**src/rtl/param_alu_pkg.sv**
```systemverilog
// Shared opcode, state and comparison-code definitions for the serial ALU.
package param_alu_pkg;

  typedef enum logic [2:0] {
    OP_ADD  = 3'b000,
    OP_SUB  = 3'b001,
    OP_PAR  = 3'b010,
    OP_COMP = 3'b011,
    OP_AND  = 3'b100,
    OP_OR   = 3'b101,
    OP_XOR  = 3'b110,
    OP_MUL  = 3'b111
  } alu_op_e;

  typedef enum logic [1:0] {
    IDLE,
    SHIFT,
    EXEC,
    DONE
  } alu_state_e;

  localparam logic [1:0] COMP_EQ = 2'd0;
  localparam logic [1:0] COMP_GT = 2'd1;
  localparam logic [1:0] COMP_LT = 2'd2;

endpackage

```
**src/rtl/alu_mul_seq.sv**
```systemverilog
// Iterative shift-add multiplier: start loads operands, done pulses once the
// 2*WIDTH product is complete, WIDTH-1 cycles after the start edge.
module alu_mul_seq #(
  parameter int WIDTH = 8
) (
  input  logic               clk,
  input  logic               reset,
  input  logic               start_i,
  input  logic [WIDTH-1:0]   a_i,
  input  logic [WIDTH-1:0]   b_i,
  output logic               done_o,
  output logic [2*WIDTH-1:0] product_o
);

  localparam int CW = $clog2(WIDTH);

  logic [2*WIDTH-1:0] acc_q;
  logic [2*WIDTH-1:0] mcand_q;
  logic [WIDTH-1:0]   mplier_q;
  logic [CW-1:0]      cnt_q;
  logic               done_q;

  // The start edge already folds in multiplier bit 0, so only WIDTH-1
  // further iterations remain.
  always_ff @(posedge clk) begin
    if (reset) begin
      acc_q    <= '0;
      mcand_q  <= '0;
      mplier_q <= '0;
      cnt_q    <= '0;
      done_q   <= 1'b0;
    end else begin
      done_q <= 1'b0;
      if (start_i) begin
        acc_q    <= b_i[0] ? {{WIDTH{1'b0}}, a_i} : '0;
        mcand_q  <= {{(WIDTH-1){1'b0}}, a_i, 1'b0};
        mplier_q <= b_i >> 1;
        cnt_q    <= CW'(WIDTH-1);
      end else if (cnt_q != '0) begin
        if (mplier_q[0]) begin
          acc_q <= acc_q + mcand_q;
        end
        mcand_q  <= mcand_q << 1;
        mplier_q <= mplier_q >> 1;
        cnt_q    <= cnt_q - 1'b1;
        if (cnt_q == CW'(1)) begin
          done_q <= 1'b1;
        end
      end
    end
  end

  assign done_o    = done_q;
  assign product_o = acc_q;

endmodule

```
**src/rtl/param_serial_alu.sv**
```systemverilog
// Serial-opcode ALU: frames an LSB-first opcode plus two operands, executes,
// and returns a registered result. Define PARAM_ALU_SAT_EN for saturating ADD/SUB/MUL.
//
// state | meaning
// IDLE  | waiting for opcode_valid; first frame cycle captures A and opcode bit 0
// SHIFT | shifting remaining opcode bits, B on frame cycle 1; valid drop aborts
// EXEC  | one cycle for simple ops, multiplier run for MUL, illegal check
// DONE  | done or illegal pulse with updated result, then back to IDLE
module param_serial_alu
  import param_alu_pkg::*;
#(
  parameter int DATA_WIDTH  = 8,
  parameter int OPCODE_BITS = 3
) (
  input  logic                  clk,
  input  logic                  reset,
  input  logic                  opcode_valid,
  input  logic                  opcode,
  input  logic [DATA_WIDTH-1:0] data,
  output logic                  busy,
  output logic                  done,
  output logic [DATA_WIDTH-1:0] result,
  output logic                  overflow,
  output logic                  illegal
);

  localparam int CW = $clog2(OPCODE_BITS) + 1;

  alu_state_e             state_q;
  logic [OPCODE_BITS-1:0] op_q;
  logic [CW-1:0]          cnt_q;
  logic [DATA_WIDTH-1:0]  a_q, b_q, result_q;
  logic                   ovf_q, done_q, illegal_q, busy_q;

  logic [OPCODE_BITS-1:0]  op_next;
  logic                    next_upper_nz, op_upper_nz, last_bit, mul_start, mul_done;
  logic [2*DATA_WIDTH-1:0] mul_prod;
  logic [DATA_WIDTH:0]     sum, diff;
  logic [DATA_WIDTH-1:0]   alu_res;
  logic                    alu_ovf;

  assign op_next       = {opcode, op_q[OPCODE_BITS-1:1]};
  assign next_upper_nz = |(op_next >> 3);
  assign op_upper_nz   = |(op_q >> 3);
  assign last_bit      = (cnt_q == CW'(OPCODE_BITS-1));

  // Launch the multiplier on the final frame bit so it runs exactly DATA_WIDTH EXEC cycles.
  assign mul_start = (state_q == SHIFT) && opcode_valid && last_bit &&
                     !next_upper_nz && (op_next[2:0] == OP_MUL);

  alu_mul_seq #(.WIDTH(DATA_WIDTH)) u_mul (
    .clk       (clk),
    .reset     (reset),
    .start_i   (mul_start),
    .a_i       (a_q),
    .b_i       (b_q),
    .done_o    (mul_done),
    .product_o (mul_prod)
  );

  always_comb begin
    alu_res = '0;
    alu_ovf = 1'b0;
    sum     = {1'b0, a_q} + {1'b0, b_q};
    diff    = {1'b0, a_q} - {1'b0, b_q};
    case (alu_op_e'(op_q[2:0]))
      OP_ADD: begin
        alu_res = sum[DATA_WIDTH-1:0];
        alu_ovf = sum[DATA_WIDTH];
`ifdef PARAM_ALU_SAT_EN
        if (sum[DATA_WIDTH]) alu_res = '1;
`endif
      end
      OP_SUB: begin
        alu_res = diff[DATA_WIDTH-1:0];
        alu_ovf = diff[DATA_WIDTH];
`ifdef PARAM_ALU_SAT_EN
        if (diff[DATA_WIDTH]) alu_res = '0;
`endif
      end
      OP_PAR:  alu_res = {{(DATA_WIDTH-1){1'b0}}, ^(a_q ^ b_q)};
      OP_COMP: begin
        if (a_q > b_q)      alu_res = {{(DATA_WIDTH-2){1'b0}}, COMP_GT};
        else if (a_q < b_q) alu_res = {{(DATA_WIDTH-2){1'b0}}, COMP_LT};
        else                alu_res = {{(DATA_WIDTH-2){1'b0}}, COMP_EQ};
      end
      OP_AND:  alu_res = a_q & b_q;
      OP_OR:   alu_res = a_q | b_q;
      OP_XOR:  alu_res = a_q ^ b_q;
      OP_MUL: begin
        alu_res = mul_prod[DATA_WIDTH-1:0];
        alu_ovf = |mul_prod[2*DATA_WIDTH-1:DATA_WIDTH];
`ifdef PARAM_ALU_SAT_EN
        if (alu_ovf) alu_res = '1;
`endif
      end
      default: ;
    endcase
  end

  always_ff @(posedge clk) begin
    if (reset) begin
      state_q   <= IDLE;
      op_q      <= '0;
      cnt_q     <= '0;
      a_q       <= '0;
      b_q       <= '0;
      result_q  <= '0;
      ovf_q     <= 1'b0;
      done_q    <= 1'b0;
      illegal_q <= 1'b0;
      busy_q    <= 1'b0;
    end else begin
      done_q    <= 1'b0;
      illegal_q <= 1'b0;
      case (state_q)
        IDLE: begin
          if (opcode_valid) begin
            op_q    <= op_next;
            a_q     <= data;
            cnt_q   <= CW'(1);
            busy_q  <= 1'b1;
            state_q <= SHIFT;
          end
        end
        SHIFT: begin
          if (!opcode_valid) begin
            cnt_q   <= '0;
            busy_q  <= 1'b0;
            state_q <= IDLE;
          end else begin
            op_q <= op_next;
            if (cnt_q == CW'(1)) b_q <= data;
            if (last_bit) begin
              cnt_q   <= '0;
              state_q <= EXEC;
            end else begin
              cnt_q <= cnt_q + 1'b1;
            end
          end
        end
        EXEC: begin
          if (op_upper_nz) begin
            illegal_q <= 1'b1;
            state_q   <= DONE;
          end else if ((op_q[2:0] != OP_MUL) || mul_done) begin
            result_q <= alu_res;
            ovf_q    <= alu_ovf;
            done_q   <= 1'b1;
            state_q  <= DONE;
          end
        end
        DONE: begin
          busy_q  <= 1'b0;
          state_q <= IDLE;
        end
        default: state_q <= IDLE;
      endcase
    end
  end

  assign busy     = busy_q;
  assign done     = done_q;
  assign result   = result_q;
  assign overflow = ovf_q;
  assign illegal  = illegal_q;

endmodule

```
**config.mk**
```make
export PLATFORM = sky130hd
export DESIGN_NAME = param_serial_alu
export DESIGN_NICKNAME = d
export VERILOG_FILES = /design/src/rtl/param_alu_pkg.sv /design/src/rtl/alu_mul_seq.sv /design/src/rtl/param_serial_alu.sv
export SDC_FILE = /design/constraint.sdc
export NUM_CORES = 1
export LEC_CHECK = 0
export ABC_AREA = 1
export BUFFER_PORTS_ARGS = -buffer_cell sky130_fd_sc_hd__buf_2
export CORE_MARGIN = 2
export CORE_UTILIZATION = 55
export DETAILED_ROUTE_END_ITERATION = 12
export GPL_ROUTABILITY_DRIVEN = 0
export MAX_ROUTING_LAYER = met4
export PLACE_DENSITY_LB_ADDON = 0.12
export SYNTH_ARGS = -nofsm -noshare
export SYNTH_HDL_FRONTEND = slang
export SYNTH_HIERARCHICAL = 1
export SYNTH_SLANG_ARGS = --single-unit
```
**constraint.sdc**
```tcl
create_clock -name clk -period 2.4 [get_ports clk]
set_input_delay 0.36 -clock clk [delete_from_list [all_inputs] [get_ports clk]]
set_output_delay 0.36 -clock clk [all_outputs]
set_load 0.01 [all_outputs]
```
==> summary.md <==
| Metric | Value |
|---|---|
| Die Y-Extent | `between 100 and 150 um` |
| Width of the chip | `102.0 um` |
| Worst slew pin tran | `714.4 ps` |
| CTS tree | `done` |
| Sequential power share | `0.397` |
| Sw Pwr | `around 1400 uW` |
| Dominant cells by area after synthesis | `dfxtp_1, nand2_1, ha_1, a21oi_1, inv_1` |
| Critical path endpoint | `overflow` |
| Total iterations of the first detailed-routing run | `5` |
| Most common cell in the netlist | `nand2_1` |
| Routed vias/inst | `~5.5` |
| Nets@finish | `856` |
| Net Sw Frac | `0.3733` |
| Tot Pwr | `3808 uW` |
| CP delay by family, top | `adder cells` |
| Synth cell count leaders | `nand2_1, inv_1, dfxtp_1, a21oi_1, nor2_1` |
| Hold path depth | `3` |
| Most frequent CP cell | `nand2_1` |
| Top-level I/O count | `24` |
| Leak Pwr | `0.002609 uW` |
| Setup crit end kind | `register` |
| DR vias | `slightly above 5000` |
| Vias in the first global route | `around 4800` |
| Drt initial violations | `between 200 and 250` |
| CTS hold repair buffers | `0` |
| CP Buf/Inv Count | `2` |
| PostCTS Resize Cnt | `0` |
| VDD IR-drop max | `around 0.38 mV` |
| Launch point of the worst path | `a_q[3]` |
| Critical Path AT | `between 2000 and 2500 ps` |
| Crit Path Max Fanout | `9` |
| Ys async rst share | `0` |
| Starting Density | `0.5686` |
| HP Class | `in2reg` |
| Setup Crit Path Kind | `reg2reg` |
| Cells on worst reg2reg path | `13` |
| Pin count of the biggest net entering global routing | `27` |
| Yosys warns | `6` |
| Main synth FF type | `dfxtp_1` |
| Minimum clock period | `approximately 2100 ps` |
| R2R Setup Slk | `roughly 280 ps` |
| Outcome | `finished, final reports clean` |
| Cells after synthesis | `779` |
| Clock root cell | `clkbuf_8` |
| Peak Freq | `between 400 and 500 MHz` |
| Antenna violations before repair | `0` |
| CP peak stage delay | `around 440 ps` |
| ANT nets after route | `0` |
| DR WL/cell | `14.36 um` |
| Netlist cell types | `45` |
| Startpoint Class | `register` |
| Worst r2r src | `a_q[3]` |
| First-pass GRT wire length | `~23000 um` |
| Clock Skew | `~9.6 ps` |
| Synthesized Nets | `between 800 and 900` |
| Worst skew pair latency | `roughly 350 ps` |
| Setup TNS | `0 ps` |
| Clock sink total | `between 70 and 80` |
| Max-cap viol count | `0` |
| H-tree depth | `3` |
| Post-synthesis cell area | `between 0.005 and 0.006 mm2` |
| WL final | `roughly 13000 um` |
| PD cells | `approximately 670 mW/mm2` |
| Period Utilization, post-route | `0.8836` |
| Final setup viols | `0` |
| Reg clk slew, reported paths | `90 ps` |
| Area Overhead vs Synth | `7.869%` |
| Antenna cells | `0` |
| Critical Path RT | `~2700 ps` |
| Sequential share of the synthesized area | `0.2920` |
| Final Hold Violating Endpoints | `0` |
| Total track usage | `0.2811` |
| Syn Area/Cell | `6.776 um2` |
| Slew HR | `0.5232` |
| Critical R2R Capture | `overflow` |
| Clock share of power | `0.290` |
| Critical path's slowest cell | `dfxtp_1` |
| Synth area leader | `dfxtp_1` |
| Clock Path Buffers | `2` |
| #FFs+latches synth | `just under 80` |
| Post-synth top area share | `0.2920` |
| DP HPWL | `roughly 10000 um` |
| Slew Viols, Final | `0` |
| CTS buffer count | `9` |
| RSZ-0062 raised after global routing | `false` |
| DRC | `0` |
| FP Rows | `35` |
| Combinational Power Share | `0.312` |
| Pint | `around 2400 uW` |
| Share of cells above drive strength 1 | `0.1347` |
| Crit-path cells | `inv_1 > ha_1 > ha_1 > a21oi_1 > nand2_1 > nand2_1 > nand2_1 > nand2_1 > nand2_1 > nand2_1 > nand3_1 > nand2_1 > inv_1` |
| Number of flops mapped to enable cells by yosys | `0` |
| Grt ovf | `0` |
| Levels on crit path | `13` |
| Port buffer count | `22` |
| Area of the core | `just over 0.009 mm2` |
| Post-CTS setup buffer count | `0` |
| Full die area | `0.01040 mm2` |
layer usage:
metal / track usage / vias to the layer above / share of wire
met5: - / - / 0
met4: 0.09128 / 0 / 0.022
met3: 0.03967 / 25 / 0.032
met2: 0.4570 / 95 / 0.48
met1: 0.3618 / 2401 / 0.47
li1: - / 2588 / -
worst min-delay path by stage:
stage / slack (ps) / startpoint / to
2_1_floorplan: 430 / u_mul/product_o[0] / u_mul/product_o[0]
3_3_place_gp: 460 / u_mul/cnt_q[1] / u_mul/cnt_q[1]
3_5_place_dp: 470 / u_mul/mcand_q[14] / u_mul/mcand_q[14]
4_1_cts: 300 / data[1] / b_q[1]
5_1_grt: 330 / data[1] / a_q[1]
6_report: 310 / data[2] / b_q[2]
layout by cell type, fill, tap and decap left out, types with 2 or more instances in the layout:
cell type,count
o2111ai_1,3
nand2_4,4
nand3b_1,4
bufinv_16,2
ha_1,44
or2_1,2
buf_4,7
inv_2,17
o21ai_0,54
nand2_1,187
dfxtp_1,77
clkinvlp_4,2
nor4_1,2
xor2_1,2
inv_1,91
nand3_2,7
a21oi_1,70
xnor2_1,3
nand3_1,55
a21oi_2,9
buf_2,22
nor2_1,57
a211oi_1,3
clkbuf_8,9
nor3_1,4
a31oi_1,18
nand2_2,8
fa_1,3
o22ai_1,2
or2_2,2
nor2_4,2
nand4_1,6
nor2_2,9
final cells by class:
type                    count  area [um2]
fillers                   920        3590
multi-input cells         571        3198
flip-flops and latches     77        1541
inverters                 109       409.1
repair buffers             29       162.7
well taps                 129       161.4
clock buffers               9       123.9
clock inverters             7       97.59
power groups by stage:
stage                     registers, uW  clock network [uW]  logic (uW)
after floorplan                    1500                   0         950
after global placement             1540                   0        1140
after detailed placement           1540                   0        1170
after CTS                          1510                1120        1180
after global routing               1530                1160        1350
final                              1510                1110        1190
tightest hold or removal path: cells and delay by family:
family                 cells  cell delay, ps
AO/OA/AOI/OAI              2             170
buffers and inverters      1              80
metrics by stage:
| stage | cells | utilization | hold slack, ps | worst slack [ps] | cell area [um2] |
|---|---|---|---|---|---|
| 2_1_floorplan | 779 | - | 428.7 | 604.5 | 5279 |
| 4_1_cts | 931 | 0.6133 | 300.1 | 278.3 | 5694 |
| 6_report | 931 | 0.6133 | 311.0 | 279.4 | 5694 |
| 5_1_grt | 931 | 0.6133 | 325.1 | 52.26 | 5694 |
| 3_3_place_gp | 915 | 0.5895 | 460.9 | 351.8 | 5473 |
| 3_5_place_dp | 915 | 0.5895 | 473.6 | 294.9 | 5473 |
kinds of logic after synthesis:
| kind of cell | Yosys count | share of synthesized area |
|---|---|---|
| AOI/OAI and AO/OA | 164 | 0.1740 |
| DFF | 77 | 0.2920 |
| xor gates and xnor gates | 5 | 0.008297 |
| and+or+nand+nor | 354 | 0.3067 |
| buffers and inverters | 131 | 0.1026 |
| other | 1 | 0.0007104 |
| adders and majority gates | 47 | 0.1157 |
registers in the layout, summed over array words and instances (netlist names), named ones only:
name	flops
a_q	8
b_q	8
busy	1
cnt_q	3
done	1
op_q	3
overflow	1
result	8
state_q	1
u_mul/cnt_q	3
u_mul/done_o	1
u_mul/mcand_q	15
u_mul/mplier_q	7
u_mul/product_o	16
No activity file was read; power rests on OpenSTA's default activity.
